$ cat src/rtl/dbgreg_bus_master.sv
`default_nettype none
// ============================================================================
// Module   : dbgreg_bus_master
// Brief    : Buffers the JTAG debug-register word stream and replays it as
//            address loads / post-incrementing 32-bit writes on an arbiter port.
// Revision : 1.0
// ============================================================================
module dbgreg_bus_master #(
    parameter int FIFO_AW  = 5,
    parameter int ADDR_INC = 4
) (
    input  logic        clk,
    input  logic        reset,
    input  logic [31:0] dbgreg_in,
    input  logic        dbgreg_sel,
    input  logic        dbgreg_strobe,
    output logic [31:0] m_addr,
    output logic [31:0] m_wdata,
    output logic [3:0]  m_wen,
    output logic        m_valid,
    input  logic        m_ready,
    output logic        overflow,
    output logic        busy
);

    localparam int          c_DEPTH    = 2 ** FIFO_AW;
    localparam logic [31:0] c_ADDR_INC = 32'(ADDR_INC);

    typedef enum logic [0:0] {
        ST_IDLE = 1'b0,
        ST_BUS  = 1'b1
    } state_t;

    logic [32:0]      r_mem [c_DEPTH];
    logic [FIFO_AW:0] r_wr_ptr;
    logic [FIFO_AW:0] r_rd_ptr;
    logic             r_overflow;
    state_t           r_state;
    logic [31:0]      r_addr;
    logic [31:0]      r_wdata;
    logic             r_valid;

    logic             w_empty;
    logic             w_full;
    logic             w_push;
    logic             w_pop;
    logic [32:0]      w_head;

    // Extra pointer MSB distinguishes full from empty when the index bits match.
    assign w_empty = (r_wr_ptr == r_rd_ptr);
    assign w_full  = (r_wr_ptr[FIFO_AW] != r_rd_ptr[FIFO_AW]) &&
                     (r_wr_ptr[FIFO_AW-1:0] == r_rd_ptr[FIFO_AW-1:0]);
    assign w_push  = dbgreg_strobe & ~w_full;
    assign w_pop   = (r_state == ST_IDLE) & ~w_empty;
    assign w_head  = r_mem[r_rd_ptr[FIFO_AW-1:0]];

    always_ff @(posedge clk) begin
        if (w_push) begin
            r_mem[r_wr_ptr[FIFO_AW-1:0]] <= {dbgreg_sel, dbgreg_in};
        end
    end

    always_ff @(posedge clk or posedge reset) begin
        if (reset) begin
            r_wr_ptr   <= '0;
            r_rd_ptr   <= '0;
            r_overflow <= 1'b0;
        end else begin
            if (w_push) begin
                r_wr_ptr <= r_wr_ptr + 1'b1;
            end
            if (w_pop) begin
                r_rd_ptr <= r_rd_ptr + 1'b1;
            end
            if (dbgreg_strobe && w_full) begin
                r_overflow <= 1'b1;
            end
        end
    end

    always_ff @(posedge clk or posedge reset) begin
        if (reset) begin
            r_state <= ST_IDLE;
            r_addr  <= '0;
            r_wdata <= '0;
            r_valid <= 1'b0;
        end else begin
            case (r_state)
                ST_IDLE: begin
                    if (w_pop) begin
                        // Address words retarget the pointer without a bus cycle.
                        if (w_head[32]) begin
                            r_addr <= w_head[31:0];
                        end else begin
                            r_wdata <= w_head[31:0];
                            r_valid <= 1'b1;
                            r_state <= ST_BUS;
                        end
                    end
                end
                ST_BUS: begin
                    if (m_ready) begin
                        r_valid <= 1'b0;
                        r_addr  <= r_addr + c_ADDR_INC;
                        r_state <= ST_IDLE;
                    end
                end
                default: begin
                    r_valid <= 1'b0;
                    r_state <= ST_IDLE;
                end
            endcase
        end
    end

    assign m_addr   = r_addr;
    assign m_wdata  = r_wdata;
    assign m_wen    = 4'hF;
    assign m_valid  = r_valid;
    assign overflow = r_overflow;
    assign busy     = ~w_empty | r_valid;

endmodule
`default_nettype wire
$ cat config.mk
export PLATFORM = sky130hd
export DESIGN_NAME = dbgreg_bus_master
export DESIGN_NICKNAME = d
export VERILOG_FILES = /design/src/rtl/dbgreg_bus_master.sv
export SDC_FILE = /design/constraint.sdc
export NUM_CORES = 1
export LEC_CHECK = 0
export ABC_CLOCK_PERIOD_IN_PS = 3300
export BUFFER_PORTS_ARGS = -buffer_cell sky130_fd_sc_hd__buf_2
export CAP_MARGIN = 20
export CORE_MARGIN = 1.5
export CORE_UTILIZATION = 30
export CTS_BUF_LIST = sky130_fd_sc_hd__clkbuf_8 sky130_fd_sc_hd__clkbuf_16
export CTS_CLUSTER_DIAMETER = 100
export DETAILED_ROUTE_END_ITERATION = 8
export GPL_TIMING_DRIVEN = 0
export PLACE_DENSITY = 0.51
export SLEW_MARGIN = 10
export SYNTH_ARGS = -nofsm -noshare
export SYNTH_HDL_FRONTEND = slang
export SYNTH_SLANG_ARGS = --single-unit
$ cat constraint.sdc
create_clock -name clk -period 3.3 [get_ports clk]
set_clock_uncertainty 0.15 [all_clocks]
set_input_delay 0.825 -clock clk [delete_from_list [all_inputs] [get_ports clk]]
set_output_delay 0.825 -clock clk [all_outputs]
set_load 0.03 [all_outputs]
---- Word-level counts from Yosys, hierarchy flattened ----
Memory sizes are Yosys's and may differ from the RTL's.
Index checks and enable logic that the tools add are counted.
operators by class
  add/subtract/negate cells ............... 3
  muxes and demuxes ....................... 14
  equal/unequal tests ..................... 7
  bitwise logic cells ..................... 7
  reduce and logical (&&, ||, !) cells .... 5
operators with widths
  kind                                                              number
  32-bit 2-to-1 mux                                                 3
  32-bit one-hot mux with 2 select lines                            1
  32-bit by 3-bit adder with 32-bit output (second input constant)  1
  6-bit by 1-bit adder with 6-bit output (second input constant)    2
  3-bit AND reduction                                               3
  1-bit 2-to-1 mux                                                  8
  2-bit inequality test (second input constant)                     4
  6-bit equality test                                               1
  5-bit equality test                                               1
  1-bit NOT                                                         4
  1-bit one-hot mux with 2 select lines                             2
  1-bit bitwise AND                                                 2
  1-bit logical AND                                                 2
  1-bit inequality test                                             1
  1-bit OR                                                          1
storage, ports and cells
  bits of input ports ..................... 37
  bits in writable memories ............... 1056
  logic and storage cells ................. 44
  flip-flop bits (word level) ............. 79
  memories kept ........................... 1
memories
  name   depth  width  read ports  clocked after memory_dff  write ports  RTL line  source
  r_mem  32     33     1           0                         1            34        logic [32:0] r_mem [c_DEPTH];

---- Depth between registers and ports, before layout ----
  depth after elaboration ................. 6
  mapped depth ............................ 11
  depth with buffers taken out ............ 7

---- Worst setup path after synthesis ----
OpenSTA, ideal clock, no wires.
  kind .................................... register -> register
  start point ............................. reg r_rd_ptr[0]
  end point ............................... mem r_mem[31][0], enable pin
  arrival ................................. 3.070 ns
  library setup time ...................... 0.423 ns
  cell stages (with the launch flop) ...... 9
  data required time ...................... 2.727 ns
  clock period less this slack ............ 3.643 ns
  path buffers ............................ 3
  path slack .............................. -0.343 ns
  cell sequence ........................... dfrtp_1 buf_6 buf_6 xor2_1 nor3_1 a31oi_1 nand2_1 clkbuf_1 nor2_1
on the way
  longest elaborated chain between the ends .. 6
RTL lines
  what                                    RTL line  source
  start, declared                         36        logic [FIFO_AW:0] r_rd_ptr;
  start signal, assigned                  73        r_rd_ptr <= r_rd_ptr + 1'b1;
  5-bit equality test                     52        (r_wr_ptr[FIFO_AW-1:0] == r_rd_ptr[FIFO_AW-1:0]);
  1-bit logical AND                       51        assign w_full = (r_wr_ptr[FIFO_AW] != r_rd_ptr[FIFO_AW]) &&
  1-bit NOT                               53        assign w_push = dbgreg_strobe & ~w_full;
  1-bit bitwise AND                       53
  1-bit 2-to-1 mux                        58        if (w_push) begin
  1-bit 2-to-1 mux (implied by the code)  59        r_mem[r_wr_ptr[FIFO_AW-1:0]] <= {dbgreg_sel, dbgreg_in};
  end, declared                           34
No other way between the ends.

---- Final worst setup path ----
  start point ............................. reg r_rd_ptr[0]
  end point ............................... out busy
on the way
  longest elaborated chain between the ends .. 3
RTL lines
  what                 RTL line  source
  6-bit equality test  50        assign w_empty = (r_wr_ptr == r_rd_ptr);
  1-bit NOT            121       assign busy = ~w_empty | r_valid;
  1-bit OR             121
  end, declared        23        output logic busy
No other way between the ends.

==> results.toml <==
[logic_synthesis]
synth-edff-count = 1056
avgSynthCellArea_um2 = 22.4
yosys_warnings = 0
synthFlopType = "edfxtp_1"
yosysSeqAreaShare_pct = 76.4
async_reset_ff_share_pct = 6.96
synthCells = 1967
ys_ff_latch = 1135
synthesis.area_um2 = 44100
yosysUniqueCellTypes = 53

[placement]
place_area_um2 = 48900
post-dp-hpwl_um = 92500
io_buffers = 103
gp_congestion = 0.835

[setup_path]
slowest_stage = "dfrtp_1"
cp.arrival_ns = 2.41
required_ns = 2.32
reg2reg_depth = 11
reg2reg_slack_ns = -0.05
crit_path_start_kind = "flop"
cp-end-kind = "output pin"
worstReg2RegEnd = "m_wdata[25]"
crit_type = "flop to output pin"
max_stage_delay_ns = 0.41
crit_chain = "buf_12, buf_16, xor2_2, nor3_4, nand2_2, or3_4, buf_6"
cp_num_buf_inv = 3
cp.depth = 7
worst-path-max-fanout = 8
r2r_start = "r_rd_ptr[0]"
crit_family = "simple AND/OR/NAND/NOR gates"

[sta]
slew_viol_final = 0
rsz0062_at_grt = "yes"
tightest_slew_ns = 0.993
finalCritPeriodShare_pct = 103
final_hold_viol_count = 0
finalSetupViolCount = 30
fin_tns_setup_ns = -0.597
fin_ws_ns = -0.0878
fin_crit_ns = 3.39
fmax_ghz = 0.295
slew_headroom_pct = 33.8

[power_and_ir_drop]
p_total_uw = 49400
internal_power_uw = 32300
seqPwrFrac_pct = 36.2
leakage_uw = 0.0175
p_switching_uw = 17100
switching_share_pct = 34.7
ir_worst_vdd_mv = 0.501
power_per_cell_area_nw_per_um2 = 916
pwr-share-clk_pct = 27.2
p_comb_share_pct = 36.6

[run_status]
status = "finished with violations"
violations = "negative setup slack"

[grt]
grt_max_degree = 54
overflow = 0
grt_pass1_wl_um = 186000
track_usage_pct = 18.3
antenna_found_initial = 19
first_global_vias = 22858

[layout]
fin_nets = 2381
final_cell_area_um2 = 53900
final_cell_mix = "1056 x edfxtp_1, 302 x mux4_2, 126 x buf_2"
final_util_pct = 37.0
final_common_cell = "edfxtp_1"
multi_input_area_um2 = 10200
area_growth_pct = 22.3
layout-drive-gt1-share_pct = 39.0
nFillCells = 13157
register_area_um2 = 33700

[clocking]
htreeDepth = 3
cts.sinks = 1135
cts_tree = "done"
cts_buffer_depth = 3
cts_root_buf = "clkbuf_16"
clk_latency_ns = 0.72
cts_inserted_buffers = 115
path_clk_slew_ns = 0.06

[routing]
routed_via_density = 5.26
drt_iter0_drc = 2910
ant_nets = 0
dr_total_vias = 22884
drc = 0
wirelength_um = 137000
firstDrtPassIters = 5
route.detailed.wl_per_inst_um = 31.6

[die]
die_w_um = 386
ios = 108
core_um2 = 146000
dieArea_um2 = 149000
dieHeight_um = 386
start_util_pct = 30.2
rows = 140

[worst_hold_path]
holdPathEnd = "overflow"
min_path_type = "primary input to flop"
hold_depth = 2
min-delay-start = "dbgreg_strobe"

[run]
drv_cap = 0
-- metal layers --
metal	routed length [um]	up-vias	track usage [%]
met5	53	-	0
met4	2980	8	4.38
met3	15200	199	5.84
met2	60500	1176	26.9
met1	58700	12416	26.2
li1	-	9085	-
-- what timing repair did --
item,CTS,global route
setup buffers,60,15
setup endpoints to repair,1123,110
hold buffers,1,0
resized for setup,117,9
gates cloned,0,0
pin swaps,23,3
hold endpoints to repair,26,0
-- cells in the mapped netlist, types with 6 or more instances --
cell | number | area share (%)
xor2_1 | 9 | 0.18
o22ai_1 | 16 | 0.23
clkbuf_1 | 33 | 0.28
dfrtp_1 | 79 | 4.5
o221a_1 | 7 | 0.18
o21ai_0 | 19 | 0.22
and3_1 | 8 | 0.11
mux4_2 | 302 | 15
nand4_1 | 11 | 0.16
mux2i_1 | 44 | 1.0
ha_1 | 6 | 0.17
buf_2 | 29 | 0.33
nand3_1 | 26 | 0.30
nor2_1 | 47 | 0.40
mux2_2 | 69 | 1.8
inv_1 | 8 | 0.068
buf_1 | 17 | 0.14
a21oi_1 | 23 | 0.26
nand2_1 | 47 | 0.40
buf_4 | 20 | 0.34
xnor2_1 | 8 | 0.16
nor2b_1 | 6 | 0.085
a22oi_1 | 14 | 0.24
edfxtp_1 | 1056 | 72
-- per-stage QoR --
step / hold WS [ns] / instances / setup WS [ns]
2_1_floorplan: 0.348 / 1970 / -0.343
3_3_place_gp: 0.305 / 3990 / -3.79
3_5_place_dp: 0.326 / 4063 / -1.01
4_1_cts: 0.192 / 4336 / -0.111
5_1_grt: 0.230 / 4352 / -0.175
6_report: 0.250 / 4354 / -0.0878
-- worst max path at each step --
| stage | from | to | slack, ns |
|---|---|---|---|
| global route | r_rd_ptr[0] | busy | -0.18 |
| detailed placement | r_rd_ptr[2] | m_wdata[22] | -1.01 |
| CTS | r_rd_ptr[0] | busy | -0.11 |
| global placement | r_rd_ptr[0] | r_mem[19][14] | -3.79 |
| floorplan | r_rd_ptr[0] | r_mem[31][0] | -0.34 |
| finish | r_rd_ptr[0] | busy | -0.09 |
-- sequential cells by signal (all words and copies together) (netlist names) --
| register | cells |
|---|---|
| m_wdata | 32 |
| overflow | 1 |
| m_addr | 32 |
| r_state | 1 |
| r_wr_ptr | 6 |
| r_mem | 1056 |
| r_rd_ptr | 6 |
| m_valid | 1 |
-- kinds of logic after synthesis --
group | Yosys count | share of synthesized area (%)
flip-flops | 1135 | 76.4
AND/OR/NAND/NOR | 170 | 1.84
AO/OA/AOI/OAI | 112 | 1.76
other | 1 | 0.00851
buffers and inverters | 111 | 1.27
multiplexers | 415 | 18.2
XOR/XNOR | 17 | 0.338
adder cells (fa/ha/maj) | 6 | 0.170
-- area by class of cell --
cell class	instances	area share, %
flip-flops and latches	1135	62.5
inverters	8	0.0604
plain buffers	101	1.29
diodes	2	0.00929
clock buffers	126	5.70
repair buffers	253	5.58
well taps	1917	4.45
multi-input cells	724	18.9
clock inverters	88	1.55
-- power by group through the flow --
| stage | Clock (uW) | Sequential (uW) | Combinational (uW) |
|---|---|---|---|
| after floorplan | 0 | 18700 | 9440 |
| after global placement | 0 | 18200 | 16600 |
| after detailed placement | 0 | 18200 | 17400 |
| after CTS | 13700 | 17900 | 18000 |
| after global routing | 14200 | 18000 | 18900 |
| final | 13400 | 17900 | 18100 |
No activity file was read; power rests on OpenSTA's default activity.
